--- src/rtl/bullet_pkg.sv ---
// rtl/bullet_pkg.sv - shared constants and owner encoding for the bullet slot allocator
package bullet_pkg;

    localparam int          DEF_NUM_SLOTS = 30;
    localparam int          DEF_NUM_REQ   = 2;
    localparam int unsigned DEF_COOLDOWN  = 5000000;
    localparam int          DEF_SLOT_W    = 5;
    localparam int          DEF_OWN_W     = 1;

    // Owner ids as stored in slot_owner
    typedef enum logic [DEF_OWN_W-1:0] {
        OWNER_PLAYER = 1'b0,
        OWNER_ENEMY  = 1'b1
    } owner_e;

endpackage

--- src/rtl/lowest_free_finder.sv ---
// rtl/lowest_free_finder.sv - priority encoder returning the lowest-index free slot
//
// Ports:
//   busy  : occupancy vector, bit i high when slot i is taken
//   found : high when at least one slot is free
//   index : lowest index with busy==0 (0 when none found)
module lowest_free_finder
    import bullet_pkg::*;
#(
    parameter int NUM_SLOTS = DEF_NUM_SLOTS,
    parameter int SLOT_W    = DEF_SLOT_W
) (
    input  logic [NUM_SLOTS-1:0] busy,
    output logic                 found,
    output logic [SLOT_W-1:0]    index
);

    // Scan from the top down so the lowest free slot is the last write
    always_comb begin
        found = 1'b0;
        index = '0;
        for (int i = NUM_SLOTS - 1; i >= 0; i--) begin
            if (!busy[i]) begin
                found = 1'b1;
                index = SLOT_W'(i);
            end
        end
    end

endmodule

--- src/rtl/bullet_slot_allocator.sv ---
// rtl/bullet_slot_allocator.sv - round-robin fire arbiter with per-requester cooldown and bullet slot pool
//
// Ports:
//   clock, resetn  : clock and asynchronous active-low reset
//   clear          : synchronous free-all / zero-all-cooldowns
//   req            : level fire request per requester
//   slot_release   : one-cycle pulse per slot, its bullet is gone
//   fire_bullet    : one-cycle launch pulse to the chosen slot
//   grant          : one-cycle pulse to the winning requester
//   grant_slot     : launched slot index, valid while grant != 0
//   slot_busy      : occupancy vector
//   slot_owner     : owner id per slot, slot i at [OWN_W*i +: OWN_W]
//   free_count     : number of free slots
//   pool_empty     : high when no slot is free
module bullet_slot_allocator
    import bullet_pkg::*;
#(
    parameter int          NUM_SLOTS = DEF_NUM_SLOTS,
    parameter int          NUM_REQ   = DEF_NUM_REQ,
    parameter int unsigned COOLDOWN  = DEF_COOLDOWN,
    parameter int          SLOT_W    = DEF_SLOT_W,
    parameter int          OWN_W     = DEF_OWN_W
) (
    input  logic                       clock,
    input  logic                       resetn,
    input  logic                       clear,
    input  logic [NUM_REQ-1:0]         req,
    input  logic [NUM_SLOTS-1:0]       slot_release,
    output logic [NUM_SLOTS-1:0]       fire_bullet,
    output logic [NUM_REQ-1:0]         grant,
    output logic [SLOT_W-1:0]          grant_slot,
    output logic [NUM_SLOTS-1:0]       slot_busy,
    output logic [NUM_SLOTS*OWN_W-1:0] slot_owner,
    output logic [SLOT_W:0]            free_count,
    output logic                       pool_empty
);

    // A requester is READY when its counter is zero and COOL otherwise
    logic [31:0]          cool_cnt [NUM_REQ];
    logic [OWN_W-1:0]     rr_ptr;

    logic                 free_found;
    logic [SLOT_W-1:0]    free_idx;

    logic [NUM_REQ-1:0]   eligible;
    logic                 win_valid;
    logic [OWN_W-1:0]     win_idx;
    logic [OWN_W-1:0]     ptr_next;
    int                   cand;

    logic                 do_alloc;
    logic [NUM_SLOTS-1:0] alloc_vec;
    logic [NUM_SLOTS-1:0] busy_next;
    logic [SLOT_W:0]      busy_cnt;
    logic [SLOT_W:0]      free_next;

    // Slot choice looks at registered occupancy only, so a slot released
    // this cycle is not reusable until the next one
    lowest_free_finder #(
        .NUM_SLOTS (NUM_SLOTS),
        .SLOT_W    (SLOT_W)
    ) u_finder (
        .busy  (slot_busy),
        .found (free_found),
        .index (free_idx)
    );

    always_comb begin
        for (int r = 0; r < NUM_REQ; r++) begin
            eligible[r] = req[r] && (cool_cnt[r] == 32'd0);
        end
    end

    // Round-robin: first eligible requester at or after rr_ptr. Walking k
    // downwards lets the smallest offset overwrite the others.
    always_comb begin
        win_valid = 1'b0;
        win_idx   = '0;
        cand      = 0;
        for (int k = NUM_REQ - 1; k >= 0; k--) begin
            cand = int'(rr_ptr) + k;
            if (cand >= NUM_REQ) begin
                cand = cand - NUM_REQ;
            end
            if (eligible[cand]) begin
                win_valid = 1'b1;
                win_idx   = OWN_W'(cand);
            end
        end
    end

    always_comb begin
        if (win_idx == OWN_W'(NUM_REQ - 1)) begin
            ptr_next = '0;
        end else begin
            ptr_next = win_idx + OWN_W'(1);
        end
    end

    // Without a free slot nothing moves: no grant, no cooldown, no pointer step
    assign do_alloc  = win_valid && free_found;
    assign alloc_vec = do_alloc ? (NUM_SLOTS'(1) << free_idx) : '0;

    // Releases of free slots fall out naturally: clearing a zero bit is a no-op
    assign busy_next = (slot_busy & ~slot_release) | alloc_vec;

    always_comb begin
        busy_cnt = '0;
        for (int i = 0; i < NUM_SLOTS; i++) begin
            busy_cnt = busy_cnt + (SLOT_W+1)'(busy_next[i]);
        end
    end

    assign free_next = (SLOT_W+1)'(NUM_SLOTS) - busy_cnt;

    always_ff @(posedge clock or negedge resetn) begin
        if (!resetn) begin
            fire_bullet <= '0;
            grant       <= '0;
            grant_slot  <= '0;
            slot_busy   <= '0;
            slot_owner  <= '0;
            free_count  <= (SLOT_W+1)'(NUM_SLOTS);
            pool_empty  <= 1'b0;
            rr_ptr      <= '0;
            for (int r = 0; r < NUM_REQ; r++) begin
                cool_cnt[r] <= 32'd0;
            end
        end else if (clear) begin
            fire_bullet <= '0;
            grant       <= '0;
            grant_slot  <= '0;
            slot_busy   <= '0;
            slot_owner  <= '0;
            free_count  <= (SLOT_W+1)'(NUM_SLOTS);
            pool_empty  <= 1'b0;
            rr_ptr      <= '0;
            for (int r = 0; r < NUM_REQ; r++) begin
                cool_cnt[r] <= 32'd0;
            end
        end else begin
            fire_bullet <= alloc_vec;
            grant       <= do_alloc ? (NUM_REQ'(1) << win_idx) : '0;
            slot_busy   <= busy_next;
            free_count  <= free_next;
            pool_empty  <= (free_next == '0);
            if (do_alloc) begin
                grant_slot <= free_idx;
                slot_owner[int'(free_idx)*OWN_W +: OWN_W] <= win_idx;
                rr_ptr <= ptr_next;
            end
            // Loading COOLDOWN-1 makes the grant-to-grant spacing exactly COOLDOWN
            for (int r = 0; r < NUM_REQ; r++) begin
                if (do_alloc && (win_idx == OWN_W'(r))) begin
                    cool_cnt[r] <= 32'(COOLDOWN - 1);
                end else if (cool_cnt[r] != 32'd0) begin
                    cool_cnt[r] <= cool_cnt[r] - 32'd1;
                end
            end
        end
    end

endmodule

--- config.mk ---
export PLATFORM = sky130hd
export DESIGN_NAME = bullet_slot_allocator
export DESIGN_NICKNAME = d
export VERILOG_FILES = /design/src/rtl/bullet_pkg.sv /design/src/rtl/lowest_free_finder.sv /design/src/rtl/bullet_slot_allocator.sv
export SDC_FILE = /design/constraint.sdc
export NUM_CORES = 1
export LEC_CHECK = 0
export CORE_ASPECT_RATIO = 1.25
export CORE_MARGIN = 2
export CORE_UTILIZATION = 40
export DETAILED_ROUTE_END_ITERATION = 12
export PLACE_DENSITY = 0.66
export SLEW_MARGIN = 20
export SYNTH_ARGS = -nofsm -noshare
export SYNTH_HDL_FRONTEND = slang
export SYNTH_SLANG_ARGS = --single-unit
--- constraint.sdc ---
create_clock -name clock -period 21.6 [get_ports clock]
set_input_delay 4.32 -clock clock [delete_from_list [all_inputs] [get_ports clock]]
set_output_delay 4.32 -clock clock [all_outputs]
set_load 0.005 [all_outputs]
==> reports/metrics.cfg <==
[power]
switchingPower_uw=502.9
p_sw_frac=0.4065
internal-power_uw=734.1
total_power_uw=1237
vdd_ir_drop_max_mv=0.07050
p_per_area_nw_per_um2=105.5
cellLeakagePower_uw=0.004892
p_seq_frac=0.342
clock_power_share=0.253
combPwrFrac=0.405

[timing]
slew_headroom=0.3383
hold_viol=0
setup-violations-final=0
clock_skew_ns=0.01514
min_period_over_period=0.4786
hold_ws_ns=0.5350
tightest_slew_ns=0.9926
tns_ns=0
period_minus_slack_ns=10.34
rsz0062_at_grt=no
slew_viol_final=0
max_freq_mhz=96.73

[yosys]
synth-async-reset-ratio=1.000
syn_nets=1085
yosys-top-cells-area=dfrtp_1 43%, fa_1 5.1%, nor2_1 5.0%, ha_1 4.1%, inv_1 3.0%
synthDominantCellAreaShare=0.4345
seq_area_frac_synth=0.4456
synth_edf_count=0
synthesis.area_um2=9503
synth_top_flop_cell=dfrtp_1
syn_inst=995
ys_types=71
yosysWarnings=0
syn_area_per_cell_um2=9.551
post-synth-top-area-cell=dfrtp_1
ys_ff_latch=169

[clock_tree]
postCtsHoldBufs=0
clkTransAtPathRegs_ns=0.07
cts_tree=done
clock-root-buffer=clkbuf_16
cts_setup_buffers=0
clock_latency_ns=0.44
clock-sinks=169
htreeDepth=4
clk_path_buf_depth=2
cts_resized=0
numCtsBuffers=17

[global_route]
grt_pass1_vias=7932
overflow=0
antenna_found_initial=0
grt_pass1_wl_um=43240
grt_max_degree=101
track_usage=0.2225

[status]
outcome=completed

[drt]
drc_errors=0
vias_per_cell=5.623
drtIter0Drc=661
dr.pass1.iters=6
routed_wl_um=26950
wire_per_inst_um=19.02
num_vias=7968
postRouteAntennaNets=0

[setup_path]
end_kind=register
cp_data_required_time_ns=21.95
path_max_fanout=7
start_kind=input port
critPathArrivalTime_ns=10.69
crit_type=input port to register

[placed_design]
io_buffers=138
placed_area_um2=11120
gp_congestion=0.9053
dpl.hpwl_um=20000

[finish]
final_cell_area_um2=11720
area_growth_pct=23.36
nets=1202
drive_gt1_frac=0.06578
utilization=0.4974
diodes=0

[floorplan]
core_um2=23570
die_y_um=176.3
dieArea_um2=25010
fp.dieW_um=141.9
rows=63
pin_count=139
start_util=0.4032

[job]
maxCapViolCount=0

[min_path]
hold_path.class=register to register

## path summary, 6_finish.rpt
path / startpoint / to / slack (ns) / cells past startpoint
setup / recovery: req[1] / pool_empty$_DFF_PN0_ / 11.26 / 20
hold / removal: grant_slot[1]$_DFFE_PN0P_ / grant_slot[1]$_DFFE_PN0P_ / 0.54 / 2
setup reg to reg: slot_busy[11]$_DFF_PN0_ / pool_empty$_DFF_PN0_ / 13.04 / 23
hold reg to reg: grant_slot[1]$_DFFE_PN0P_ / grant_slot[1]$_DFFE_PN0P_ / 0.54 / 2
max in group asynchronous: resetn / rr_ptr$_DFFE_PN0P_ / 16.12 / 2
min in group asynchronous: resetn / fire_bullet[2]$_DFF_PN0_ / 3.96 / 1
## routing by layer
metal / vias to the layer above / wire length, µm / part of all wire / global-route usage
met5: - / 0 / 0 / 0
met4: 0 / 962 / 0.036 / 0.09083
met3: 52 / 1348 / 0.050 / 0.04258
met2: 249 / 13550 / 0.50 / 0.3786
met1: 3928 / 11080 / 0.41 / 0.2786
li1: 3739 / - / - / -
## cells in the final DEF (no fill, tap or decap), drive strengths merged, types with 4 or more instances in the layout
master	instances
nand4	20
a2bb2oi	10
ha	31
o22ai	11
inv	84
and2	6
nand4b	5
nand3	18
dfstp	4
a21oi	49
clkinv	5
or3	21
mux2i	6
nor2	127
a2111oi	16
or2	7
o211ai	5
nor2b	22
o21ai	25
nand3b	4
and3	6
o31ai	5
clkbuf	18
or4	19
fa	24
buf	7
xnor2	29
clkdlybuf4s50	136
o32ai	5
xor2	23
nand2	58
nor4	28
dfrtp	165
a21o	7
nor3	42
nand2b	33
## critical path, cell delays in order
cell	delay (ns)
clkdlybuf4s50_1	0.49
and4_1	0.24
a21oi_2	0.32
nor2_1	0.19
a2bb2oi_1	0.28
inv_1	0.08
fa_1	0.49
inv_1	0.05
ha_1	0.17
inv_1	0.07
fa_1	0.45
fa_1	0.53
fa_1	0.53
fa_1	0.45
fa_1	0.50
fa_1	0.40
inv_1	0.06
ha_1	0.22
or4b_2	0.64
nor3_1	0.19
## registers in the layout, summed over array words and instances (netlist names)
signal / flops
rr_ptr: 1
slot_busy: 30
cool_cnt: 64
free_count: 6
pool_empty: 1
grant: 2
grant_slot: 5
slot_owner: 30
fire_bullet: 30
## power by group through the flow
stage / Combinational (µW) / Clock [µW] / Sequential (µW)
floorplan: 387 / 0 / 415
global placement: 490 / 0 / 425
detailed placement: 499 / 0 / 427
CTS: 503 / 318 / 422
global route: 562 / 333 / 431
finish: 501 / 313 / 423
## through the flow
stage	std cells	setup slack [ns]
floorplan	995	11.84
global placement	1385	10.98
detailed placement	1385	10.86
CTS	1417	11.31
global route	1417	10.93
finish	1417	11.26
## logic make-up after synthesis
group	Yosys count	share of synthesized area
AO/OA/AOI/OAI	164	0.1227
XOR/XNOR	52	0.04793
adder cells (fa/ha/maj)	55	0.09138
buffers and inverters	121	0.04858
flip-flops	169	0.4456
multiplexers	6	0.006320
AND/OR/NAND/NOR	428	0.2375
## cell type report
type                            instances  area [µm²]
Fill cell                            2188       11850
Clock buffer                           18       429.2
Timing Repair Buffer                  143        1415
Sequential cell                       169        4234
Inverter                               76       285.3
Multi-Input combinational cell        705        4820
Clock inverter                         14       173.9
Tap cell                              292       365.4
## cell usage after synthesis, drive strengths merged, types with 7 or more instances
master / instances
a2111oi: 16
a21o: 7
a21oi: 49
a2bb2oi: 10
buf: 7
clkbuf: 38
dfrtp: 165
fa: 24
ha: 31
inv: 76
nand2: 58
nand2b: 33
nand3: 18
nand4: 20
nor2: 127
nor2b: 22
nor3: 42
nor4: 28
o21ai: 25
o22ai: 11
or2: 7
or3: 21
or4: 19
xnor2: 29
xor2: 23
Note: power is estimated with default switching activity, not from simulation.
